### config.mk
export PLATFORM = sky130hd
export DESIGN_NAME = detector_scheduler
export DESIGN_NICKNAME = d
export VERILOG_FILES = /design/src/rtl/detector_scheduler_pkg.sv /design/src/rtl/detector_scheduler_rr_arbiter.sv /design/src/rtl/detector_scheduler.sv
export SDC_FILE = /design/constraint.sdc
export NUM_CORES = 1
export LEC_CHECK = 0
export ABC_CLOCK_PERIOD_IN_PS = 2000
export CAP_MARGIN = 40
export CELL_PAD_IN_SITES_DETAIL_PLACEMENT = 1
export CELL_PAD_IN_SITES_GLOBAL_PLACEMENT = 2
export CORE_MARGIN = 10
export CORE_UTILIZATION = 31
export CTS_CLUSTER_DIAMETER = 50
export CTS_CLUSTER_SIZE = 30
export DETAILED_ROUTE_END_ITERATION = 12
export HOLD_SLACK_MARGIN = 0.12
export PLACE_DENSITY_LB_ADDON = 0.1
export SLEW_MARGIN = 20
export SYNTH_ARGS = -nofsm -noshare
export SYNTH_HDL_FRONTEND = slang
export SYNTH_SLANG_ARGS = --single-unit
### constraint.sdc
create_clock -name clk -period 2 [get_ports clk]
set_input_delay 0.2 -clock clk [delete_from_list [all_inputs] [get_ports clk]]
set_output_delay 0.2 -clock clk [all_outputs]
set_load 0.05 [all_outputs]
### src/rtl/detector_scheduler_pkg.sv
// Shared defaults, reset constants and index-width helper for the
// time-shared sliding-window detector.
package detector_scheduler_pkg;

  localparam int PAT_W_DEF = 8;
  localparam logic [PAT_W_DEF-1:0] DEF_PATTERN_DEF = 8'b1100_1001;

  localparam logic RST_DEC      = 1'b0;
  localparam logic RST_MASK_BIT = 1'b1;

  function automatic int ch_idx_w(input int n);
    return (n > 1) ? $clog2(n) : 1;
  endfunction

endpackage

### src/rtl/detector_scheduler_rr_arbiter.sv
// Combinational round-robin arbiter: the first requester at or after ptr
// wins, wrapping around; en=0 suppresses every grant.
module rr_arbiter #(
  parameter int N  = 4,
  parameter int IW = 2
) (
  input  logic [N-1:0]  req,
  input  logic [IW-1:0] ptr,
  input  logic          en,
  output logic [N-1:0]  gnt,
  output logic          gnt_vld,
  output logic [IW-1:0] gnt_idx
);

  always_comb begin
    gnt     = '0;
    gnt_vld = 1'b0;
    gnt_idx = '0;
    // Upper segment [ptr, N-1] first, then wrap to [0, ptr-1].
    for (int i = 0; i < N; i++) begin
      if (en && !gnt_vld && req[i] && (IW'(i) >= ptr)) begin
        gnt[i]  = 1'b1;
        gnt_vld = 1'b1;
        gnt_idx = IW'(i);
      end
    end
    for (int i = 0; i < N; i++) begin
      if (en && !gnt_vld && req[i] && (IW'(i) < ptr)) begin
        gnt[i]  = 1'b1;
        gnt_vld = 1'b1;
        gnt_idx = IW'(i);
      end
    end
  end

endmodule

### src/rtl/detector_scheduler.sv
// One programmable masked pattern matcher shared round-robin among NUM_CH
// serial bit channels, each with its own single-bit holding slot and window.
module detector_scheduler
  import detector_scheduler_pkg::*;
#(
  parameter int                NUM_CH      = 4,
  parameter int                PAT_W       = PAT_W_DEF,
  parameter logic [PAT_W-1:0]  DEF_PATTERN = DEF_PATTERN_DEF
) (
  input  logic                      clk,
  input  logic                      rst,
  input  logic [NUM_CH-1:0]         in_valid,
  input  logic [NUM_CH-1:0]         in_bit,
  output logic [NUM_CH-1:0]         in_ready,
  input  logic                      cfg_we,
  input  logic [PAT_W-1:0]          cfg_pattern,
  input  logic [PAT_W-1:0]          cfg_mask,
  output logic                      dec,
  output logic [$clog2(NUM_CH)-1:0] dec_ch
);

  localparam int IW = ch_idx_w(NUM_CH);
  localparam int FW = $clog2(PAT_W + 1);
  localparam logic [FW-1:0] FILL_MAX  = FW'(PAT_W);
  localparam logic [FW-1:0] FILL_GATE = FW'(PAT_W - 1);

  logic [NUM_CH-1:0] pend_q, pend_d;
  logic [NUM_CH-1:0] hold_q, hold_d;
  logic [PAT_W-1:0]  win_q  [NUM_CH];
  logic [PAT_W-1:0]  win_d  [NUM_CH];
  logic [FW-1:0]     fill_q [NUM_CH];
  logic [FW-1:0]     fill_d [NUM_CH];
  logic [IW-1:0]     rr_q, rr_d;
  logic [PAT_W-1:0]  pattern_q, pattern_d;
  logic [PAT_W-1:0]  mask_q, mask_d;
  logic              dec_q, dec_d;
  logic [IW-1:0]     dec_ch_q, dec_ch_d;

  logic [NUM_CH-1:0] gnt;
  logic [NUM_CH-1:0] accept;
  logic              gnt_vld;
  logic [IW-1:0]     gnt_idx;
  logic [PAT_W-1:0]  new_win;
  logic [FW-1:0]     gnt_fill;
  logic              match;

  // A configuration write steals the scheduling slot for its cycle.
  rr_arbiter #(
    .N  (NUM_CH),
    .IW (IW)
  ) u_arb (
    .req     (pend_q),
    .ptr     (rr_q),
    .en      (!cfg_we),
    .gnt     (gnt),
    .gnt_vld (gnt_vld),
    .gnt_idx (gnt_idx)
  );

  assign in_ready = ~pend_q | gnt;
  assign accept   = in_valid & in_ready;

  always_comb begin
    new_win  = '0;
    gnt_fill = '0;
    for (int i = 0; i < NUM_CH; i++) begin
      if (gnt[i]) begin
        new_win  = {win_q[i][PAT_W-2:0], hold_q[i]};
        gnt_fill = fill_q[i];
      end
    end
    // Fill is checked before increment so the first full window can match.
    match = gnt_vld && (((new_win ^ pattern_q) & mask_q) == '0) &&
            (gnt_fill >= FILL_GATE);
  end

  always_comb begin
    for (int i = 0; i < NUM_CH; i++) begin
      pend_d[i] = accept[i] | (pend_q[i] & ~gnt[i]);
      hold_d[i] = accept[i] ? in_bit[i] : hold_q[i];
      win_d[i]  = win_q[i];
      fill_d[i] = fill_q[i];
      if (cfg_we) begin
        win_d[i]  = '0;
        fill_d[i] = '0;
      end else if (gnt[i]) begin
        win_d[i]  = new_win;
        fill_d[i] = (fill_q[i] == FILL_MAX) ? fill_q[i] : fill_q[i] + 1'b1;
      end
    end
    rr_d = rr_q;
    if (gnt_vld) begin
      rr_d = (gnt_idx == IW'(NUM_CH - 1)) ? '0 : gnt_idx + 1'b1;
    end
    pattern_d = cfg_we ? cfg_pattern : pattern_q;
    mask_d    = cfg_we ? cfg_mask    : mask_q;
    dec_d     = match;
    dec_ch_d  = gnt_vld ? gnt_idx : dec_ch_q;
  end

  always_ff @(posedge clk) begin
    if (rst) begin
      pend_q    <= '0;
      hold_q    <= '0;
      rr_q      <= '0;
      pattern_q <= DEF_PATTERN;
      mask_q    <= {PAT_W{RST_MASK_BIT}};
      dec_q     <= RST_DEC;
      dec_ch_q  <= '0;
      for (int i = 0; i < NUM_CH; i++) begin
        win_q[i]  <= '0;
        fill_q[i] <= '0;
      end
    end else begin
      pend_q    <= pend_d;
      hold_q    <= hold_d;
      rr_q      <= rr_d;
      pattern_q <= pattern_d;
      mask_q    <= mask_d;
      dec_q     <= dec_d;
      dec_ch_q  <= dec_ch_d;
      for (int i = 0; i < NUM_CH; i++) begin
        win_q[i]  <= win_d[i];
        fill_q[i] <= fill_d[i];
      end
    end
  end

  assign dec    = dec_q;
  assign dec_ch = dec_ch_q;

endmodule

==> results.yml <==
floorplan:
  ioPinCount: 34
  core_area_um2: 10800
  num_rows: 38
  dieArea_um2: 15500
  start_util_pct: 31.5
  die_height_um: 125
  die_w_um: 125
routing:
  final_antenna_net_count: 0
  vias_per_cell: 4.86
  first_pass_iters: 5
  routed_wl_mm: 10.3
  drc_errors: 0
  wl_per_cell_um: 16.1
  drt-initial-drc-count: 150
  vias: 3117
cts:
  cts_max_path_buffers: 2
  cts_made_buffers: 9
  path_clk_slew_ns: 0.07
  clock-sinks: 73
  cts_max_level: 3
  tritoncts: "built"
  clkLatencyLatePin_ns: 0.36
  postCtsHoldBufs: 0
  clockRootBuffer: "clkbuf_8"
critical_path:
  start_kind: "flop"
  worstPathArrival_ns: 2.61
  critPathMaxStageDelay_ns: 0.49
  crit_required_ns: 2.30
  cp_top_family: "simple AND/OR/NAND/NOR gates"
  cp_slowest_cell: "or4_1"
  cp_max_fo: 8
  critical_path.cell_chain: "nor2b_2, o311ai_4, o21ai_2, a221oi_4, nor4b_1, or4_1, a2111oi_2, and4_1"
  worst-setup-path-type: "flop to flop"
  cp.buffers_inverters: 0
  worstSetupEndpointType: "flop"
power:
  power.density_nw_per_um2: 678
  p_sw_share_pct: 27.2
  peakVddDrop_v: 0.000327
  switching_power_uw: 871
  clockPowerShare_pct: 32.9
  seqPwrFrac_pct: 48.2
  p_int_uw: 2330
  p_leak_uw: 0.00187
  power_uw: 3210
  share_comb_of_total_power_pct: 18.9
sta:
  fin_skew_ns: 0.00500
  maxSlewHeadroom_pct: 66.3
  timing.fmax_mhz: 434
  hold_viol_final: 0
  tightest_slew_ns: 0.504
  rsz0062_at_grt: "true"
  fin_ws_ns: -0.304
  tns_ns: -0.308
  period_minus_slack_ns: 2.30
  period_share_pct: 115
  setup_viol: 2
  final_max_slew_viol_count: 0
logic_synthesis:
  synth-seq-area-share_pct: 43.0
  synth_cells: 402
  synthFlopType: "dfxtp_1"
  synth_nets: 437
  synth_edf_count: 0
  synth_area_um2: 3400
  synth-async-reset-ratio_pct: 0
  ys_ff_latch: 73
  yosysWarnings: 0
  avgSynthCellArea_um2: 8.45
  ys_types: 56
global_route:
  gr-usage-met3_pct: 3.28
  met1_usage_pct: 17.8
  antenna_found_initial: 0
  grt_pass1_vias: 3296
  grt.busiest_layer: "met2"
  grt.met2_usage_pct: 20.8
  track_usage_pct: 13.5
  grt_pass1_wl_mm: 17.2
  grt_max_degree: 45
  grt_overflow_total: 0
job:
  cap_violations: 0
final_layout:
  fillers: 1266
  nets: 534
  multiInputGateArea_um2: 1930
  area_growth_pct: 39.2
  layout_common_cells: "nand2_1 (79), dfxtp_1 (69), buf_4 (68)"
  n_antenna_cell: 0
  final_common_cell: "nand2_1"
  drive_gt1_share_pct: 23.0
  finalCoreUtilization_pct: 43.8
  regArea_um2: 1480
placement:
  globalplace.congestion: 0.833
  io_buffer_count: 33
  dp_hpwl_mm: 7.80
run_status:
  violations: "negative setup slack"
  status: "finished, violations left"
worst_hold_path:
  min_path_type: "primary input to flop"
==> logic make-up after synthesis <==
| kind of cell | after synthesis | synth area share, % |
|---|---|---|
| buf+inv | 31 | 3.87 |
| simple gates | 162 | 21.0 |
| xor+xnor | 22 | 5.67 |
| flops | 73 | 43.0 |
| compound gates | 81 | 16.1 |
| fa+ha+maj | 8 | 2.95 |
| mux | 25 | 7.37 |
==> power groups by stage <==
stage | Sequential, uW | Combinational [uW] | Clock, uW
floorplan | 1580 | 288 | 0
global placement | 1580 | 557 | 0
detailed placement | 1580 | 564 | 0
CTS | 1550 | 597 | 1100
global route | 1550 | 660 | 1160
finish | 1550 | 605 | 1050
==> layout make-up <==
type                    instances  share of cell area (%)
well taps                     140                    3.70
flip-flops and latches         73                    31.2
inverters                      12                   0.953
multi-input cells             298                    40.9
repair buffers                105                    19.7
clock buffers                  13                    3.57
==> stage by stage <==
step           area, um2  hold WS [ns]  instances  setup WS (ns)
2_1_floorplan       3460         0.317        402         -0.103
3_3_place_gp        4410         0.448        621         -0.532
3_5_place_dp        4410         0.456        621         -0.626
4_1_cts             4680         0.389        639         -0.371
5_1_grt             4730         0.410        641         -0.443
6_report            4730         0.405        641         -0.304
==> metal layers <==
layer / vias up / routed length [um]
met4: 0 / 154
met3: 10 / 380
met2: 38 / 4710
met5: - / 0
li1: 1588 / -
met1: 1481 / 5060
==> worst register-to-register path: cells and delay by family, from the launching register on <==
family           cells  cell delay, ns
AND/OR/NAND/NOR      4            0.99
AO/OA/AOI/OAI        4            0.88
flip-flops           1            0.38
==> worst paths after layout <==
kind	start	end	slack, ns	cells past startpoint
worst max-delay path	rr_q[1]	dec	-0.30	8
worst min-delay path	in_bit[3]	hold_q[3]	0.41	3
worst max register to register	rr_q[1]	dec	-0.30	8
worst min register to register	win_q[3][6]	win_q[3][6]	0.47	2
==> Yosys cell counts (all sizes together), types with 2 or more instances <==
cell / n / share of area [%]
clkbuf: 12 / 1.3
inv: 12 / 1.3
and3: 4 / 0.74
nor4: 3 / 0.55
a222oi: 2 / 0.59
nor2b: 3 / 0.55
o22ai: 3 / 0.55
nand3b: 4 / 0.88
a31oi: 3 / 0.55
buf: 7 / 1.2
nand2b: 2 / 0.37
nor3: 2 / 0.29
o211ai: 2 / 0.44
a21oi: 39 / 5.7
nand2: 80 / 8.8
xnor2: 8 / 2.1
xor2: 14 / 3.6
a21boi: 2 / 0.44
nand3: 17 / 2.7
mux2i: 25 / 7.4
a221oi: 5 / 1.5
dfxtp: 73 / 43
nor2: 40 / 4.6
o21ai: 10 / 1.8
o21bai: 2 / 0.55
ha: 8 / 2.9
==> registers in the layout, indices dropped and copies added, names as in the netlist, 2 cells and up <==
name,cells
win_q,28
fill_q,16
hold_q,4
dec_ch,2
pattern_q,8
mask_q,8
pend_q,4
rr_q,2
==> what timing repair did <==
item | CTS | global route
pin swaps | 4 | 3
endpoints found under the setup margin | 6 | 7
cloned | 0 | 0
gates resized for setup | 18 | 8
hold endpoints to repair | 0 | 0
buffers inserted | 5 | 2
(Power assumes the default switching activity.)
